$ cat src/rtl/scope_renderer_pkg.sv
// scope_renderer_pkg: playfield geometry, frame states and 7-segment map shared by the scope renderer
package scope_renderer_pkg;
  localparam int X_MAX           = 255;
  localparam int Y_MAX           = 220;
  localparam int PLATE_HALFWIDTH = 15;
  localparam int BALL_DWELL      = 16;
  localparam int SEG_LEN         = 8;
  localparam int DIGIT_PITCH     = 12;
  localparam int SCORE_X0        = 100;
  localparam int SCORE_Y0        = 250;
  typedef enum logic [2:0] {S_LATCH, S_BCD, S_BALL, S_PADDLE, S_SCORE, S_BORDER} state_e;
  typedef enum logic {DIR_RIGHT, DIR_DOWN} dir_e;
  // bit 0 = segment a ... bit 6 = segment g
  localparam logic [6:0] SEG_MAP [10] = '{7'h3f, 7'h06, 7'h5b, 7'h4f, 7'h66,
                                          7'h6d, 7'h7d, 7'h07, 7'h7f, 7'h6f};
endpackage

$ cat src/rtl/scope_renderer_seg7_stroker.sv
// scope_renderer_seg7_stroker: lit flag, start point and stroke direction of one 7-seg segment
module scope_renderer_seg7_stroker
  import scope_renderer_pkg::*;
(
  input  logic [3:0] digit,
  input  logic [2:0] seg,
  input  logic [7:0] ox,
  input  logic [7:0] oy,
  input  logic [3:0] step,
  output logic       lit,
  output logic [7:0] start_x,
  output logic [7:0] start_y,
  output dir_e       dir,
  output logic       last
);
  always_comb begin
    lit = SEG_MAP[digit][seg];
    start_x = seg == 3'd1 || seg == 3'd2 ? ox + 8'(SEG_LEN) : ox;
    start_y = seg == 3'd3 ? oy - 8'(2 * SEG_LEN) :
              seg == 3'd2 || seg == 3'd4 || seg == 3'd6 ? oy - 8'(SEG_LEN) : oy;
    dir = seg == 3'd0 || seg == 3'd3 || seg == 3'd6 ? DIR_RIGHT : DIR_DOWN;
    last = step == 4'(SEG_LEN);
  end
endmodule

$ cat src/rtl/scope_renderer.sv
// scope_renderer: per-frame XY point stream (ball, paddle, score) for oscilloscope DACs.
// Define SCOPE_BORDER_EN to append a playfield border trace to every frame.
module scope_renderer
  import scope_renderer_pkg::*;
(
  input  logic       clk,
  input  logic       reset_n,
  input  logic [7:0] x_b,
  input  logic [7:0] y_b,
  input  logic [7:0] y_p_mid,
  input  logic [7:0] score,
  output logic [7:0] dac_x,
  output logic [7:0] dac_y,
  output logic       blank,
  output logic       frame_done
);
  state_e     state;
  logic [7:0] sx, sy, smid, rem, py, cnt, y_lo, y_hi, ox, start_x, start_y;
  logic [3:0] hund, tens, step, digit;
  logic [1:0] k, first_k;
  logic [2:0] seg;
  logic       lit, last;
  dir_e       dir;
`ifdef SCOPE_BORDER_EN
  logic [7:0] bx, by;
`endif
  // paddle clipping compares in 9 bits so mid+HW cannot wrap
  always_comb begin
    y_lo = {1'b0, smid} >= 9'(PLATE_HALFWIDTH) ? smid - 8'(PLATE_HALFWIDTH) : 8'd0;
    y_hi = {1'b0, smid} <= 9'(Y_MAX - PLATE_HALFWIDTH) ? smid + 8'(PLATE_HALFWIDTH) : 8'(Y_MAX);
    first_k = hund != 4'd0 ? 2'd0 : tens != 4'd0 ? 2'd1 : 2'd2;
    digit = k == 2'd0 ? hund : k == 2'd1 ? tens : rem[3:0];
    ox = 8'(SCORE_X0) + 8'(DIGIT_PITCH) * {6'd0, k};
  end
  scope_renderer_seg7_stroker u_stroker (
    .digit  (digit),
    .seg    (seg),
    .ox     (ox),
    .oy     (8'(SCORE_Y0)),
    .step   (step),
    .lit    (lit),
    .start_x(start_x),
    .start_y(start_y),
    .dir    (dir),
    .last   (last)
  );
  always_ff @(posedge clk or negedge reset_n)
    if (!reset_n) begin
      state <= S_LATCH;
      dac_x <= 8'd0;
      dac_y <= 8'd0;
      blank <= 1'b1;
      frame_done <= 1'b0;
      {sx, sy, smid, rem, py, cnt} <= '0;
      {hund, tens, step, k, seg} <= '0;
`ifdef SCOPE_BORDER_EN
      {bx, by} <= '0;
`endif
    end else begin
      blank <= 1'b1;
      frame_done <= 1'b0;
      case (state)
        S_LATCH: begin
          sx <= x_b;
          sy <= y_b;
          smid <= y_p_mid;
          rem <= score;
          hund <= 4'd0;
          tens <= 4'd0;
          state <= S_BCD;
        end
        S_BCD:
          if (rem >= 8'd100) begin
            rem <= rem - 8'd100;
            hund <= hund + 4'd1;
          end else if (rem >= 8'd10) begin
            rem <= rem - 8'd10;
            tens <= tens + 4'd1;
          end else begin
            cnt <= 8'd0;
            state <= S_BALL;
          end
        S_BALL: begin
          dac_x <= sx;
          dac_y <= sy;
          blank <= 1'b0;
          cnt <= cnt + 8'd1;
          if (cnt == 8'(BALL_DWELL - 1)) begin
            py <= y_lo;
            state <= S_PADDLE;
          end
        end
        S_PADDLE: begin
          dac_x <= 8'(X_MAX);
          dac_y <= py;
          blank <= 1'b0;
          py <= py + 8'd1;
          if (py == y_hi) begin
            k <= first_k;
            seg <= 3'd0;
            step <= 4'd0;
            state <= S_SCORE;
          end
        end
        S_SCORE: begin
          dac_x <= lit && dir == DIR_RIGHT ? start_x + {4'd0, step} : start_x;
          dac_y <= lit && dir == DIR_DOWN ? start_y - {4'd0, step} : start_y;
          blank <= !lit;
          step <= lit && !last ? step + 4'd1 : 4'd0;
          if (!lit || last) begin
            seg <= seg == 3'd6 ? 3'd0 : seg + 3'd1;
            if (seg == 3'd6) begin
              k <= k + 2'd1;
              if (k == 2'd2) begin
`ifdef SCOPE_BORDER_EN
                bx <= 8'd0;
                by <= 8'd0;
                state <= S_BORDER;
`else
                frame_done <= 1'b1;
                state <= S_LATCH;
`endif
              end
            end
          end
        end
`ifdef SCOPE_BORDER_EN
        // walk bottom, right, top, left edges; the origin is not revisited
        S_BORDER: begin
          dac_x <= bx;
          dac_y <= by;
          blank <= 1'b0;
          if (by == 8'd0 && bx != 8'(X_MAX)) bx <= bx + 8'd1;
          else if (bx == 8'(X_MAX) && by != 8'(Y_MAX)) by <= by + 8'd1;
          else if (by == 8'(Y_MAX) && bx != 8'd0) bx <= bx - 8'd1;
          else by <= by - 8'd1;
          if (bx == 8'd0 && by == 8'd1) begin
            frame_done <= 1'b1;
            state <= S_LATCH;
          end
        end
`endif
        default: state <= S_LATCH;
      endcase
    end
endmodule
$ cat config.mk
export PLATFORM = sky130hd
export DESIGN_NAME = scope_renderer
export DESIGN_NICKNAME = d
export VERILOG_FILES = /design/src/rtl/scope_renderer_pkg.sv /design/src/rtl/scope_renderer_seg7_stroker.sv /design/src/rtl/scope_renderer.sv
export SDC_FILE = /design/constraint.sdc
export NUM_CORES = 1
export LEC_CHECK = 0
export ABC_AREA = 0
export CORE_ASPECT_RATIO = 0.5
export CORE_MARGIN = 2
export CORE_UTILIZATION = 61
export DETAILED_ROUTE_END_ITERATION = 8
export GPL_ROUTABILITY_DRIVEN = 1
export PLACE_DENSITY = 0.9
export SLEW_MARGIN = 20
export SYNTH_ARGS = -nofsm -noshare
export SYNTH_HDL_FRONTEND = slang
export SYNTH_SLANG_ARGS = --single-unit
$ cat constraint.sdc
create_clock -name clk -period 10.7 [get_ports clk]
set_input_delay 1.605 -clock clk [delete_from_list [all_inputs] [get_ports clk]]
set_output_delay 1.605 -clock clk [all_outputs]
set_load 0.01 [all_outputs]
==> reports/qor.csv <==
stage;metric;value;unit
status;status;completed;
timing;worst clock skew;0.004128;ns
logic_synthesis;FF+latch count, synth;86;
timing;Fin. Hold Viols;0;
power;Power, Total;2.070;mW
place;setup slack after placement;6.459;ns
place;Inst Count DP;789;
place;hpwl dp;9.693;mm
die;initial core utilization;63.17;%
logic_synthesis;Synth Instances;651;
timing;FMAX;0.2330;GHz
logic_synthesis;post-synthesis sequential area ratio;38.88;%
layout;commonest cells after routing, fill and taps aside;128 x nand2_1, 85 x dfrtp_1, 52 x nor2_1;
worst_hold_path;Hold WC Path Type;reg2reg;
global_route;largest net degree at the start of global routing;52;
timing;ratio of final minimum period to clock period;40.11;%
setup_path;CP endpoint kind;flip-flop;
logic_synthesis;top area cells in the synthesized netlist;dfrtp_1 38%, nand2_1 8.7%, ha_1 7.0%;
layout;Final Net Count;749;
layout;final core utilization;72.60;%
place;routability cong.;0.9207;
global_route;vias in the first global route;4888;
timing;Tmin final;4.292;ns
layout;Syn-to-layout area delta;14.93;%
setup_path;CP arrival;4.52;ns
logic_synthesis;syn nets;717;
timing;final setup vio count;0;
power;PD cells;325.1;nW/um2
setup_path;Max stage delay cell, worst path;dfrtp_1;
clock_network;post-CTS sizing;0;
layout;antenna diode count;0;
logic_synthesis;synth warn;0;
die;chip height;71.38;um
timing;fin worst setup slack;6.408;ns
layout;Finished Layout Cells;805;
drt;vias;4962;
logic_synthesis;post-synthesis cell type count;68;
timing;setup tns final;0;ns
clock_network;clock sink count;86;
place;IO buf count;51;
power;Pleak;2.818;nW
logic_synthesis;Post-synth EDFFs;0;
timing;max-slew violation count;0;
logic_synthesis;Post-synth ARST share;100.0;%
drt;Pre-antenna DRT Iters;5;
layout;footprint of the multi-input gates;3152;um2
clock_network;setup bufs post-CTS;0;
clock_network;Clock Latency Late Sink;0.34;ns
timing;hold_ws;0.4777;ns
place;Post-DP Area;6068;um2
drt;WL final;13.91;mm
layout;final instance area;6366;um2
timing;RSZ-0062 raised after global routing;false;
setup_path;max incr delay on CP;0.53;ns
clock_network;clk slew on worst S/H paths;0.06;ns
drt;Antenna Nets Post-Route;0;
global_route;first-pass GRT wire length;23.47;mm
clock_network;TritonCTS clock tree;built;
drt;DRC viols;0;
logic_synthesis;post-synth top area cell;dfrtp_1;
layout;Seq. cell area;2153;um2
die;die width;138.8;um
die;total core area;8768;um2
global_route;Global Route Usage Sum;29.28;%
setup_path;CP Launch Type;flip-flop;
setup_path;worst-path cell chain;inv_1 -> ha_1 -> o21ai_0 -> inv_1 -> ha_1 -> nor2b_1 -> mux2_2 -> a2111o_1 -> o211a_1 -> or2_4 -> and3_4 -> a2111oi_4 -> mux2_4;
layout;FILL cells;633;
setup_path;Worst Setup Path Type;reg2reg;
die;die area;9905;um2
drt;Via density;6.164;
die;Top Ports;52;
layout;share of cells above drive strength 1;4.942;%
die;# rows;24;
drt;Starting DRT DRC Count;571;
logic_synthesis;Main synth FF type;dfrtp_1;
logic_synthesis;Synth Cell Area;5539;um2
flow_run;Max Cap Viol;0;
timing;Tightest Pin Transition;0.9907;ns
logic_synthesis;Post-Syn Area per Cell;8.509;um2
global_route;Remaining Overflow, GRT;0;
clock_network;Root Driver;clkbuf_16;
clock_network;CTS H-tree depth;3;
clock_network;CTS Buf Count;9;
clock_network;hold_buf cts;0;
timing;Slew HR;33.71;%
clock_network;clock buffer depth;2;
drt;routed wire length per instance;17.28;um
setup_path;Critical Path RT;10.93;ns
layout;leading cell type in the layout, fill and taps excluded;nand2_1;
logic_synthesis;post-synth top area share;38.40;%
global_route;initial antenna violation count;0;
power;Worst VDD drop;0.1725;mV
setup_path;worst-path maximum fanout;11;
worst max-delay path: cells and delay by family (launching register included):
family                   cells  cell delay [ns]
AO/OA/AOI/OAI                4             1.34
adder cells (fa/ha/maj)      2             0.72
AND/OR/NAND/NOR              3             0.62
multiplexers                 2             0.61
flip-flops                   1             0.53
buffers and inverters        2             0.33
routing by layer:
metal  part of all wire [%]  track usage [%]  vias to the layer above
li1                       -                -                     2346
met1                     44            39.20                     2388
met2                     47            49.53                      198
met3                    6.5            5.682                       30
met4                    1.9            8.754                        0
met5                      0                0                        -
flip-flops by register name, summed over array words and instances, names as in the netlist:
signal	cells
state	3
py	8
blank	1
k	2
dac_x	8
step	4
cnt	8
seg	3
dac_y	8
rem	8
tens	4
sx	8
hund	4
frame_done	1
sy	8
smid	8
synth_stat cells, types with 4 or more instances:
library cell	n
nand2_1	128
dfrtp_1	85
nor2_1	52
o21ai_0	48
a21oi_1	35
ha_1	31
clkbuf_1	24
inv_1	23
nand3_1	22
mux2i_1	21
xor2_1	20
o211ai_1	14
o22ai_1	11
xnor2_1	10
o31ai_1	9
nand2b_1	8
or3_1	8
nor3_1	7
nor2b_1	6
a211oi_1	5
and3_1	5
a31oi_1	4
nor3b_1	4
o221ai_1	4
cells by family (layout without fill, tap and decap cells):
family	count (synthesis)	after routing	share of synthesized area (%)
simple gates	266	266	22.02
compound gates	157	157	18.21
buf+inv	56	93	4.314
fa+ha+maj	32	32	7.364
mux	24	24	4.472
flops	86	86	38.88
xor+xnor	30	30	4.744
final cells by class:
class	count	area share (%)
Clock buffer	14	4.461
Clock inverter	2	0.2162
Inverter	23	1.356
Multi-Input combinational cell	509	49.51
Sequential cell	86	33.82
Tap cell	117	2.300
Timing Repair Buffer	54	8.333
final timing paths:
kind | start | endpoint | slack (ns) | depth (start not counted)
hold reg to reg | sx[2]$_DFFE_PN0P_ | sx[2]$_DFFE_PN0P_ | 0.48 | 2
max in group asynchronous | reset_n | smid[5]$_DFFE_PN0P_ | 8.45 | 2
min in group asynchronous | reset_n | sx[6]$_DFFE_PN0P_ | 1.22 | 1
hold / removal | sx[2]$_DFFE_PN0P_ | sx[2]$_DFFE_PN0P_ | 0.48 | 2
setup / recovery | k[0]$_DFFE_PN0P_ | state[0]$_DFFE_PN0P_ | 6.41 | 13
setup reg to reg | k[0]$_DFFE_PN0P_ | state[0]$_DFFE_PN0P_ | 6.41 | 13
power breakdown:
group	leakage, nW	total [mW]	internal, mW	switching, mW
registers	1.08	0.668	0.463	0.205
logic	1.59	1.09	0.470	0.620
clock network	0.149	0.312	0.183	0.129
total	2.82	2.07	1.12	0.953
Power figures use the tool's default switching activity.
